==> config.mk <==
export PLATFORM = sky130hd
export DESIGN_NAME = axi_isolate_ctrl
export DESIGN_NICKNAME = d
export VERILOG_FILES = /design/src/rtl/axi_isolate_ctrl.sv
export SDC_FILE = /design/constraint.sdc
export NUM_CORES = 1
export LEC_CHECK = 0
export BUFFER_PORTS_ARGS = -buffer_cell sky130_fd_sc_hd__buf_4
export CORE_AREA = 5 5 50 52
export CTS_CLUSTER_SIZE = 25
export DETAILED_ROUTE_END_ITERATION = 6
export DIE_AREA = 0 0 55 57
export PLACE_DENSITY_LB_ADDON = 0.15
export SYNTH_ARGS = -nofsm -noshare
export SYNTH_HDL_FRONTEND = slang
export SYNTH_SLANG_ARGS = --single-unit
==> constraint.sdc <==
create_clock -name clk_i -period 5.1 [get_ports clk_i]
set_input_delay 0.255 -clock clk_i [delete_from_list [all_inputs] [get_ports clk_i]]
set_output_delay 0.255 -clock clk_i [all_outputs]
set_load 0.01 [all_outputs]
==> src/rtl/axi_isolate_ctrl.sv <==
// axi_isolate_ctrl: gates AXI handshakes upstream of axi_cdc, counts in-flight bursts and quiesces the crossing on request.
module axi_isolate_ctrl #(
    parameter int unsigned MaxTxns  = 8,
    parameter int unsigned CntWidth = $clog2(MaxTxns + 1)
) (
    input  logic clk_i,
    input  logic rst_i,
    input  logic isolate_i,
    output logic isolated_o,
    input  logic slv_aw_valid_i,
    output logic slv_aw_ready_o,
    output logic mst_aw_valid_o,
    input  logic mst_aw_ready_i,
    input  logic slv_w_valid_i,
    input  logic slv_w_last_i,
    output logic slv_w_ready_o,
    output logic mst_w_valid_o,
    input  logic mst_w_ready_i,
    input  logic mst_b_valid_i,
    input  logic slv_b_ready_i,
    input  logic slv_ar_valid_i,
    output logic slv_ar_ready_o,
    output logic mst_ar_valid_o,
    input  logic mst_ar_ready_i,
    input  logic mst_r_valid_i,
    input  logic mst_r_last_i,
    input  logic slv_r_ready_i
);
    typedef enum logic [1:0] {NORMAL, DRAIN, ISOLATED} state_e;
    localparam logic [CntWidth-1:0] Max = CntWidth'(MaxTxns);
    state_e state, state_next;
    logic [CntWidth-1:0] wr_cnt, rd_cnt, w_cnt;
    logic aw_hold, ar_hold, w_hold, en_aw, en_ar, en_w, idle;
    logic aw_hs, ar_hs, w_last_hs, b_hs, r_last_hs;

    function automatic logic [CntWidth-1:0] step(input logic [CntWidth-1:0] c, input logic inc, input logic dec);
        return (inc && !dec) ? c + 1'b1 : (dec && !inc && c != '0) ? c - 1'b1 : c;
    endfunction

    assign mst_aw_valid_o = slv_aw_valid_i & en_aw;
    assign slv_aw_ready_o = mst_aw_ready_i & en_aw;
    assign mst_ar_valid_o = slv_ar_valid_i & en_ar;
    assign slv_ar_ready_o = mst_ar_ready_i & en_ar;
    assign mst_w_valid_o  = slv_w_valid_i & en_w;
    assign slv_w_ready_o  = mst_w_ready_i & en_w;
    assign aw_hs     = mst_aw_valid_o & mst_aw_ready_i;
    assign ar_hs     = mst_ar_valid_o & mst_ar_ready_i;
    assign w_last_hs = mst_w_valid_o & mst_w_ready_i & slv_w_last_i;
    assign b_hs      = mst_b_valid_i & slv_b_ready_i;
    assign r_last_hs = mst_r_valid_i & slv_r_ready_i & mst_r_last_i;
    assign idle = wr_cnt == '0 && rd_cnt == '0 && w_cnt == '0 && !aw_hold && !ar_hold;

    always_ff @(posedge clk_i) begin
        if (rst_i) state <= NORMAL;
        else       state <= state_next;
    end

    always_comb begin
        state_next = !isolate_i ? NORMAL :
                     (state == NORMAL) ? DRAIN :
                     (state == DRAIN && idle) ? ISOLATED : state;
    end

    // Holds keep an already-presented valid alive across state or counter changes.
    always_comb begin
        en_aw = (state == NORMAL && wr_cnt < Max) || aw_hold;
        en_ar = (state == NORMAL && rd_cnt < Max) || ar_hold;
        en_w  = state != ISOLATED || w_hold;
    end

    always_ff @(posedge clk_i) begin
        if (rst_i) begin
            wr_cnt     <= '0;
            rd_cnt     <= '0;
            w_cnt      <= '0;
            aw_hold    <= 1'b0;
            ar_hold    <= 1'b0;
            w_hold     <= 1'b0;
            isolated_o <= 1'b0;
        end else begin
            wr_cnt     <= step(wr_cnt, aw_hs, b_hs);
            rd_cnt     <= step(rd_cnt, ar_hs, r_last_hs);
            w_cnt      <= step(w_cnt, aw_hs, w_last_hs);
            aw_hold    <= mst_aw_valid_o & ~mst_aw_ready_i;
            ar_hold    <= mst_ar_valid_o & ~mst_ar_ready_i;
            w_hold     <= mst_w_valid_o & ~mst_w_ready_i;
            isolated_o <= state_next == ISOLATED;
        end
    end

`ifndef SYNTHESIS
    always_ff @(posedge clk_i) begin
        if (!rst_i) begin
            assert (!(b_hs && !aw_hs && wr_cnt == '0));
            assert (!(r_last_hs && !ar_hs && rd_cnt == '0));
            assert (!(w_last_hs && !aw_hs && w_cnt == '0));
        end
    end
`endif
endmodule

# Word level (Yosys, flattened, before mapping)
# Index checks and enable logic that the tools add are counted.
[op_classes] add_sub_neg=6 n_reduce_logical=36 muxes=9 n_lt_le_gt_ge=2 n_bitwise=19 n_eq_ne=3
[ops] cell="4-bit two-way mux" n=6
[ops] cell="1-bit AND" n=16
[ops] cell="1-bit logical AND" n=16
[ops] cell="4-bit by 1-bit adder with 4-bit output (second input constant)" n=3
[ops] cell="4-bit logical NOT" n=3
[ops] cell="4-bit nonzero test" n=3
[ops] cell="4-bit by 1-bit subtractor with 4-bit output (second input constant)" n=3
[ops] cell="4-bit less-than comparator (second input constant)" n=2
[ops] cell="1-bit logical NOT" n=7
[ops] cell="2-bit two-way mux" n=3
[ops] cell="2-bit nonzero test" n=3
[ops] cell="1-bit logical OR" n=3
[ops] cell="1-bit inverter" n=3
[ops] cell="2-bit by 1-bit == test with 1-bit output (second input constant)" n=1
[ops] cell="2-bit == test (second input constant)" n=1
[ops] cell="2-bit logical NOT" n=1
[ops] cell="2-bit != test (second input constant)" n=1
[word_totals] word_cells=83 output_inout_bits=7 register_bits=18 inputBits=15

# Logic depth before layout (Yosys ltp)
# Gate-level depths: netlist of run 1.
[logic_depth] ltp_word=10 ltp_mapped=10 mapped_depth_nobuf=10

# Worst setup path after synthesis of run 1
# OpenSTA, ideal clock, no wires.
[synth_path] path_kind="flip-flop to flip-flop" from="reg state[0]" to="reg wr_cnt[3]" stages_incl_launch_ff=10 path_slack_ns=2.919 t_required_ns=4.979 setup_ns=0.121 synth_period_minus_slack_ns=2.181 path_buffers=0 arrival_ns=2.060 path_cell_list="dfxtp_1 nor3_2 o211ai_4 nand2b_1 ha_1 a21o_1 a21oi_1 nand3_1 o21ai_1 mux2_2"
[synth_via] elab_chain_len=9 elab_cells_between_ends=11 classes_between="mux (1); bitwise (2); reduce/logical (8)"
[synth_rtl] item="from (decl)" line_no="31" rtl="state_e state, state_next;"
[synth_rtl] item="from (signal assigned)" line_no="55" rtl="else state <= state_next;"
[synth_rtl] item="2-bit logical NOT (*)" line_no="66" rtl="en_aw = (state == NORMAL && wr_cnt < Max) || aw_hold;"
[synth_rtl] item="1-bit logical AND (*)" line_no="66"
[synth_rtl] item="1-bit logical OR (*)" line_no="66"
[synth_rtl] item="1-bit AND (*)" line_no="40" rtl="assign mst_aw_valid_o = slv_aw_valid_i & en_aw;"
[synth_rtl] item="1-bit AND (*)" line_no="46" rtl="assign aw_hs = mst_aw_valid_o & mst_aw_ready_i;"
[synth_rtl] item="1-bit logical NOT" line_no="37" rtl="return (inc && !dec) ? c + 1'b1 : (dec && !inc && c != '0) ? c - 1'b1 : c;"
[synth_rtl] item="1-bit logical AND (2 in a row)" line_no="37"
[synth_rtl] item="2-bit nonzero test (no line)"
[synth_rtl] item="to (signal assigned)" line_no="81" rtl="wr_cnt <= step(wr_cnt, aw_hs, b_hs);"
[synth_rtl] item="to (decl)" line_no="32" rtl="logic [CntWidth-1:0] wr_cnt, rd_cnt, w_cnt;"
# Mark *: on every way between the ends. The rest lies on a longest branch, timed or not.
# A chain may end at the register's enable or synchronous reset.

# Worst setup path after layout of run 1
# Ends and elaborated chain as after synthesis.

==> results of run 1 <==
[power groups by stage]
| stage | combinational, mW | clock [mW] | sequential (mW) |
|---|---|---|---|
| 2_1_floorplan | 0.138 | 0 | 0.188 |
| 3_3_place_gp | 0.177 | 0 | 0.192 |
| 3_5_place_dp | 0.186 | 0 | 0.194 |
| 4_1_cts | 0.188 | 0.0710 | 0.191 |
| 5_1_grt | 0.209 | 0.0801 | 0.195 |
| 6_report | 0.185 | 0.0705 | 0.190 |
[sequential cells by signal (all words and copies together) (netlist names)]
| register | cells |
|---|---|
| aw_hold | 1 |
| ar_hold | 1 |
| wr_cnt | 4 |
| w_cnt | 4 |
| w_hold | 1 |
| rd_cnt | 4 |
| state | 2 |
| isolated_o | 1 |
[worst max path at each step]
stage             start        end  slack [ps]  cells after the start
2_1_floorplan  state[0]  wr_cnt[3]        2920                      9
3_3_place_gp   state[1]   w_cnt[3]        2800                      9
3_5_place_dp   state[0]  wr_cnt[3]        2680                      9
4_1_cts        state[0]  wr_cnt[3]        2650                      9
5_1_grt        state[1]   w_cnt[3]        2520                      9
6_report       state[0]  wr_cnt[3]        2670                      9
[critical path, delay by kind of cell (launching register included)]
kind | cells | cell delay (ps)
flip-flops | 1 | 380
AO/OA/AOI/OAI | 4 | 640
AND/OR/NAND/NOR | 3 | 640
adder cells (fa/ha/maj) | 1 | 310
multiplexers | 1 | 350
[kinds of logic after synthesis]
family,count (synthesis),share of synthesized area [%]
simple gates,51,27.7
fa+ha+maj,9,12.5
compound gates,19,12.8
buf+inv,5,1.73
xor+xnor,8,6.46
mux,6,5.65
flops,18,33.2
[routing by layer]
layer	track usage (%)	up-vias	wire length, um
li1	-	460	-
met1	18.8	399	971
met2	24.0	18	965
met3	2.61	5	146
met4	6.25	0	43
met5	0	-	0
[cells in the final DEF (no fill, tap or decap), types with 4 or more instances in the layout]
cell     count
ha_1         6
a22oi_1      4
a21oi_1      5
xor2_1       5
nor3_1       6
mux2i_1      5
nor2_1      13
nand3_1      5
buf_4       21
dfxtp_1     18
[through the flow]
stage | utilization (%) | worst slack [ps] | area [um^2] | instances | hold slack [ps]
finish | 62.6 | 2670 | 1290 | 166 | 124
detailed placement | 61.6 | 2680 | 1270 | 163 | 438
global route | 62.6 | 2520 | 1290 | 166 | 118
floorplan | - | 2920 | 1080 | 116 | 331
CTS | 62.6 | 2650 | 1290 | 166 | 127
global placement | 61.6 | 2800 | 1270 | 163 | 433
[final cells by class]
class	count	area share, %
tap	28	2.71
multi-input combinational	93	54.6
clock buffer	3	1.74
inverter	3	0.871
sequential	18	27.9
timing repair buffer	21	12.2
==> summary.md, run 1 <==
| Metric | Value |
|---|---|
| Outcome | `completed` |
| Hold depth | `2` |
| Main flop type after synthesis | `dfxtp_1` |
| Detailed Route WL | `2130 um` |
| Slowest CP cell | `dfxtp_1` |
| Layout fillers | `180` |
| Synth cell count leaders | `dfxtp_1 (18), nor2_1 (13), ha_1 (6), nor3_1 (6)` |
| CTS clock-pin slew for the worst setup and hold paths | `100 ps` |
| Worst R2R Setup Slack | `2670 ps` |
| Postcts setup bufs | `0` |
| DRT Pass-1 Iters | `4` |
| Die X | `55 um` |
| Layout cells sized above 1 | `22.5%` |
| IO Count | `22` |
| Final Power | `0.446 mW` |
| IO Port Bufs | `21` |
| Max-cap violations | `0` |
| Setup TNS | `0 ps` |
| Multi-input logic area | `706 um^2` |
| Post-CTS Resized | `0` |
| Synthesized area | `0.00108 mm^2` |
| Syn nets | `140` |
| Synth area leader | `dfxtp_1` |
| Critical R2R Capture | `wr_cnt[3]` |
| Clock latency on the worst-skew pair | `290 ps` |
| LEAKAGE | `0.581 nW` |
| Ys Warns | `0` |
| PwrDens | `345 mW/mm^2` |
| Most common cell in the synthesized netlist | `dfxtp_1` |
| DRC Markers | `0` |
| DR WL/cell | `12.8 um` |
| RSZ-0062 raised after global routing | `no` |
| Vias in the first global route | `858` |
| Starting Density | `52.6%` |
| Die Ht | `57 um` |
| Seq cells post-synth | `18` |
| # H-tree levels | `1` |
| Top post-synthesis cells by area | `dfxtp_1 (33%), ha_1 (6.9%), fa_1 (5.5%)` |
| Net Switching | `0.161 mW` |
| Actual slew at the worst max-slew pin | `390 ps` |
| Total number of vias | `882` |
| CTS tree | `done` |
| Crit end category | `flip-flop` |
| GRT overflow | `0` |
| Detail Route Antenna Nets | `0` |
| Clock power frac | `15.8%` |
| Max VDD drop | `0.257 mV` |
| GRT Total Usage | `14.8%` |
| Fin nets | `164` |
| Root buf cell | `clkbuf_4` |
| Die area | `0.00314 mm^2` |
| R2r startpoint | `state[0]` |
| Vias per cell | `5.31` |
| Worst hold path startpoint | `mst_w_ready_i` |
| Area delta synth->final | `19.1%` |
| Highest clock rate | `0.411 GHz` |
| Endpoints failing setup | `0` |
| CTS Buf Count | `3` |
| Crit-path cells | `nor3_2 > o211ai_4 > nand2b_1 > ha_1 > a21o_1 > a21oi_1 > nand3_1 > o21ai_1 > mux2_2` |
| Startpoint types | `flip-flop` |
| Worst hold path type | `primary input to flip-flop` |
| Sequential share of power | `42.7%` |
| Final period util | `47.7%` |
| WP data required | `5290 ps` |
| Fin. Hold Viols | `0` |
| Relative slew slack | `73.3%` |
| Crit path arrival time | `2620 ps` |
| Post-synthesis cell type count | `37` |
| Drt initial violations | `13` |
| CTS sink cnt | `18` |
| Top-area cell type share of the netlist area | `33.2%` |
| Critical path class | `flip-flop to flip-flop` |
| Initial antenna violation count | `0` |
| Largest net degree at the start of global routing | `18` |
| Critical Path Fanout Max | `8` |
| Core Area | `0.00206 mm^2` |
| FF-to-FF path depth | `9` |
| Syn Area/Cell | `9.35 um^2` |
| Number of synthesized flops with an enable pin | `0` |
| Synthesized netlist cell count | `116` |
| Logic pwr share | `41.5%` |
| Register area | `360 um^2` |
| HPWL Detailed | `1700 um` |
| Maximum clock insertion buffer count | `2` |
| Fraction of registers with async set/reset | `0%` |
| Pins Over Slew Limit | `0` |
| Global-route wire length before repair | `3460 um` |
| Switch share | `36.0%` |
| Routability-driven placement congestion ratio | `0.756` |
| Setup Skew | `4.14 ps` |
| Diode count | `0` |
| Row cnt | `17` |
| Hold Buf Count CTS | `0` |
| Hold path endpoint | `w_hold` |
| Slowest stage delay, CP | `380 ps` |
| Internal | `0.286 mW` |
| Min Tclk post-route | `2430 ps` |
| Register area share after synthesis | `33.2%` |
(Power assumes the default switching activity.)
==> run 2, diff against run 1 <==
Settings changed: ABC_AREA set to 1, CORE_AREA 5 5 50 52 to 5 5 56 58, DIE_AREA 0 0 55 57 to 0 0 61 63.
Clock period 5.1 ns to 2.13 ns, I/O delays scaled along.
==> summary.md, run 2 <==
| Metric | Value |
|---|---|
| Slowest stage delay, CP | `360 ps` |
| Vias per cell | `4.95` |
| Final Power | `0.990 mW` |
| Syn Area/Cell | `7.55 um^2` |
| Post-synthesis cell type count | `29` |
| Register area share after synthesis | `29.8%` |
| Ys Warns | `0` |
| Largest net degree at the start of global routing | `12` |
| DRT Pass-1 Iters | `4` |
| Top post-synthesis cells by area | `dfxtp_1 (30%), inv_1 (6.8%), nand2_1 (6.8%)` |
| Layout fillers | `269` |
| CTS clock-pin slew for the worst setup and hold paths | `100 ps` |
| Outcome | `completed` |
| Final Hold Slack | `35.6 ps` |
| Synthesized area | `0.00121 mm^2` |
| Starting Density | `46.2%` |
| Fin. Hold Viols | `0` |
| Setup Skew | `1.41 ps` |
| Worst R2R Setup Slack | `170 ps` |
| Die X | `61 um` |
| PwrDens | `669 mW/mm^2` |
| Area delta synth->final | `22.6%` |
| Worst hold path type | `primary input to flip-flop` |
| Die Ht | `63 um` |
| Total number of vias | `1079` |
| WP data required | `2320 ps` |
| Final period util | `91.8%` |
| Layout cells sized above 1 | `28.3%` |
| Buffers and inverters on the worst path | `0` |
| Synth area leader | `dfxtp_1` |
| IO Count | `22` |
| Syn nets | `184` |
| Max VDD drop | `0.483 mV` |
| Commonest non-fill, non-tap cells in the layout | `nand2_1 (22), nor2_1 (22), inv_1 (21), buf_4 (21)` |
| CTS tree | `done` |
| Crit path arrival time | `2150 ps` |
| Synth cell count leaders | `inv_1 (22), nand2_1 (22), nor2_1 (22), dfxtp_1 (18), nand3_1 (16)` |
| Global-route wire length before repair | `4570 um` |
| Number of synthesized flops with an enable pin | `0` |
| Largest registers | `rd_cnt (4), w_cnt (4), wr_cnt (4)` |
| Highest clock rate | `0.511 GHz` |
| Root buf cell | `clkbuf_4` |
| Switch share | `37.5%` |
| Diode count | `0` |
| CTS sink cnt | `18` |
| Drt initial violations | `52` |
| Fraction of registers with async set/reset | `0%` |
| CTS Buf Count | `3` |
| Main flop type after synthesis | `dfxtp_1` |
| GRT Total Usage | `15.4%` |
| Logic pwr share | `41.3%` |
| Critical path class | `flip-flop to flip-flop` |
| DRC Markers | `0` |
| Internal | `0.618 mW` |
| DR WL/cell | `12.2 um` |
| Crit-path cells | `nor2_4 > nand2_2 > nand2_2 > nand2_4 > nor2_8 > nand2_4 > ha_1 > a21o_1 > a21oi_2 > nand3_1 > a21oi_2 > nor2_1` |
| Critical Path Fanout Max | `4` |
| Initial antenna violation count | `0` |
| HPWL Detailed | `2100 um` |
| Seq cells post-synth | `18` |
| Relative slew slack | `76.3%` |
| Maximum clock insertion buffer count | `2` |
| # H-tree levels | `1` |
| Min Tclk post-route | `1960 ps` |
| Clock latency on the worst-skew pair | `290 ps` |
| Register area | `363 um^2` |
| Sequential share of power | `41.4%` |
| Fin nets | `213` |
| Crit end category | `flip-flop` |
| Startpoint types | `flip-flop` |
| Top-area cell type share of the netlist area | `29.8%` |
| Row cnt | `19` |
| Slowest CP cell | `dfxtp_2` |
| LEAKAGE | `0.712 nW` |
| Worst setup margin | `174 ps` |
| Net Switching | `0.372 mW` |
| Core Area | `0.00262 mm^2` |
| Die area | `0.00384 mm^2` |
| DP Worst Slack | `128 ps` |
| Max-cap violations | `0` |
| RSZ-0062 raised after global routing | `yes` |
| Detailed Route WL | `2670 um` |
| GRT overflow | `0` |
| IO Port Bufs | `21` |
| Pins Over Slew Limit | `0` |
| Vias in the first global route | `1038` |
| Routability-driven placement congestion ratio | `0.801` |
| Actual slew at the worst max-slew pin | `354 ps` |
| Endpoints failing setup | `0` |
| Multi-input logic area | `768 um^2` |
| Synthesized netlist cell count | `160` |
| Clock power frac | `17.2%` |
| Detail Route Antenna Nets | `0` |
| CP top delay family | `simple AND/OR/NAND/NOR gates` |
| Postcts setup bufs | `0` |
[run 2: final timing paths]
kind,startpoint,end,depth (start not counted)
max,state[1],wr_cnt[3],12
min,rst_i,wr_cnt[2],2
max reg2reg,state[1],wr_cnt[3],12
min reg2reg,w_cnt[2],w_cnt[2],2
[run 2: routing by layer]
metal	vias up	routed length [um]	GRT usage [%]
met4	0	17	5.69
met1	489	1170	20.4
met5	-	0	0
met3	2	95	2.48
met2	13	1390	24.6
li1	575	-	-
[run 2: metrics by stage]
stage               instances  area (um^2)  util, %  TNS [ps]
floorplan                 160         1210        -         0
global placement          211         1400     53.5         0
detailed placement        211         1400     53.5         0
CTS                       216         1440     55.1         0
global route              218         1480     56.6     -17.9
finish                    218         1480     56.6         0
[run 2: cells by family after synthesis]
kind of cell,synth area share (%)
AND/OR/NAND/NOR,38.8
flip-flops,29.8
AO/OA/AOI/OAI,10.2
adder cells (fa/ha/maj),11.2
buffers and inverters,7.88
XOR/XNOR,2.18
[run 2: repair_timing]
action                                  CTS  global route
hold buffers                              2             2
gates resized for setup                   0             7
endpoints found under the hold margin     2             2
endpoints found under the setup margin    0             2
[run 2: layout make-up]
cell class / count / area share [%]
Clock buffer: 3 / 1.52
Inverter: 24 / 6.09
Multi-Input combinational cell: 117 / 51.9
Sequential cell: 18 / 24.5
Tap cell: 31 / 2.62
Timing Repair Buffer: 25 / 13.4
[run 2: power groups by stage]
stage               logic (mW)  clock network (mW)  registers (mW)
floorplan                0.292                   0           0.409
global placement         0.383                   0           0.414
detailed placement       0.393                   0           0.416
CTS                      0.399               0.181           0.408
global route             0.463               0.201           0.417
finish                   0.409               0.171           0.410
==> run 3, diff against run 2 <==
Settings changed: ABC_AREA 1 to not set, CORE_AREA 5 5 56 58 to 5 5 54 56, DIE_AREA 0 0 61 63 to 0 0 59 61.
==> summary.md, run 3 (synthesis gave the netlist of run 1 again) <==
| Metric | Value |
|---|---|
| Outcome | `finished with violations` |
| Failing checks | `setup timing` |
| Fin nets | `182` |
| Commonest non-fill, non-tap cell in the layout | `buf_4` |
| Largest registers | `rd_cnt (4), w_cnt (4), wr_cnt (4)` |
| RSZ-0062 raised after global routing | `yes` |
| Root buf cell | `clkbuf_4` |
| Row cnt | `18` |
| Setup Skew | `4.06 ps` |
| Actual slew at the worst max-slew pin | `429 ps` |
| Routability-driven placement congestion ratio | `0.810` |
| Die X | `59 um` |
| Final period util | `101%` |
| Core Area | `0.00239 mm^2` |
| Max VDD drop | `0.635 mV` |
| Largest net degree at the start of global routing | `18` |
| Maximum clock insertion buffer count | `2` |
| GRT Total Usage | `14.7%` |
| Layout cells sized above 1 | `38.2%` |
| DRT Pass-1 Iters | `4` |
| Layout Cells excl Fill | `187` |
| Detail Route Antenna Nets | `0` |
| WP data required | `2350 ps` |
| Worst hold path type | `primary input to flip-flop` |
| CTS tree | `done` |
| CTS Buf Count | `3` |
| Pins Over Slew Limit | `0` |
| DR WL/cell | `12.7 um` |
| Commonest non-fill, non-tap cells in the layout | `buf_4 (35), dfxtp_1 (16), nor2_1 (13)` |
| IO Port Bufs | `21` |
| Highest clock rate | `0.467 GHz` |
| Total number of vias | `972` |
| Startpoint types | `flip-flop` |
| # H-tree levels | `1` |
| Post-layout util | `64.8%` |
| Crit-path cells | `buf_6 > nor3b_4 > nor2_2 > or2_4 > ha_4 > a21o_1 > a21oi_2 > or3_4 > and3b_1 > nor3_2` |
| Placed cell count | `176` |
| Relative slew slack | `71.1%` |
| Min Tclk post-route | `2140 ps` |
| Fin. Hold Viols | `0` |
| Vias per cell | `5.20` |
| Crit path arrival time | `2360 ps` |
| Endpoints failing setup | `1` |
| Die Ht | `61 um` |
| Global-route wire length before repair | `3970 um` |
| Clock latency on the worst-skew pair | `290 ps` |
| DP Worst Slack | `-89.6 ps` |
| Drt initial violations | `8` |
| Area delta synth->final | `42.7%` |
| Slowest stage delay, CP | `380 ps` |
| CTS sink cnt | `18` |
| GRT overflow | `0` |
| Final Power | `1.24 mW` |
| PwrDens | `801 mW/mm^2` |
| IO Count | `22` |
| Die area | `0.00360 mm^2` |
| Starting Density | `45.4%` |
| Vias in the first global route | `928` |
| Slowest CP cell | `dfxtp_4` |
| DP Area | `0.00137 mm^2` |
| Critical Path Fanout Max | `3` |
| Initial antenna violation count | `0` |
| Design Area, Final | `0.00155 mm^2` |
| DRC Markers | `0` |
| CTS clock-pin slew for the worst setup and hold paths | `100 ps` |
| Diode count | `0` |
| Crit end category | `flip-flop` |
| Critical path class | `flip-flop to flip-flop` |
| Max-cap violations | `0` |
| Detailed Route WL | `2380 um` |
| LEAKAGE | `0.704 nW` |
| Worst setup margin | `-13.4 ps` |
| HPWL Detailed | `1800 um` |
[run 3: cell types whose count changed in the layout (fill, tap and decap cells not counted), sizes merged, moves of 4 or more]
cell   before  now
xor2        1    5
nand3      18    5
a22oi       0    4
buf        21   36
nand2      35    2
nor2       24   14
mux2i       0    5
a21oi       9    5
nor3        3    7
inv        24    3
[run 3: area by class of cell]
class / count / area [um^2]
tap: 30 / 37.5
fill: 208 / 840
sequential: 18 / 368
multi-input combinational: 93 / 791
timing repair buffer: 39 / 304
clock buffer: 4 / 36.3
inverter: 3 / 11.3
[run 3: path summary, 6_finish.rpt]
path / start / endpoint / slack [ps] / depth (start not counted)
worst max-delay path: state[0] / w_cnt[3] / -10 / 10
worst max register to register: state[0] / w_cnt[3] / -10 / 10
worst min register to register: wr_cnt[2] / wr_cnt[2] / 560 / 2
worst min-delay path: slv_ar_valid_i / ar_hold / 70 / 3
[run 3: worst max-delay path: cells and delay by family, from the launching register on]
family                     cells  cell delay [ps]
buffers and inverters          1              110
AOI/OAI and AO/OA              2              170
adders and majority gates      1              260
DFF                            1              380
and+or+nand+nor                6             1150
[run 3: layer usage]
layer  part of all wire, %  track usage, %  vias to the layer above
met3                   4.7            2.98                        2
met5                     0               0                        -
li1                      -               -                      493
met4                  0.67            5.83                        0
met1                    45            17.5                      460
met2                    50            25.7                       17
[run 3: power by group]
part           internal [mW]  total (mW)  leakage [nW]  switching [mW]
clock network          0.104       0.208        0.0210           0.104
registers              0.392       0.462         0.149          0.0698
logic                  0.312       0.570         0.534           0.258
total                  0.808        1.24         0.704           0.432
[run 3: metrics by stage]
step                      TNS [ps]  hold slack [ps]
final                        -13.4             71.3
after global routing          -193             56.5
after CTS                    -19.0             1.01
after detailed placement      -155              298
after global placement       -33.5              289
after floorplan                  0              183
[run 3: what timing repair did]
action | 4_1_cts | 5_1_grt
pin swaps | 11 | 4
buffers inserted | 3 | 1
resized for setup | 8 | 10
hold endpoints to repair | 2 | 1
setup endpoints to repair | 3 | 5
hold buffers | 2 | 1
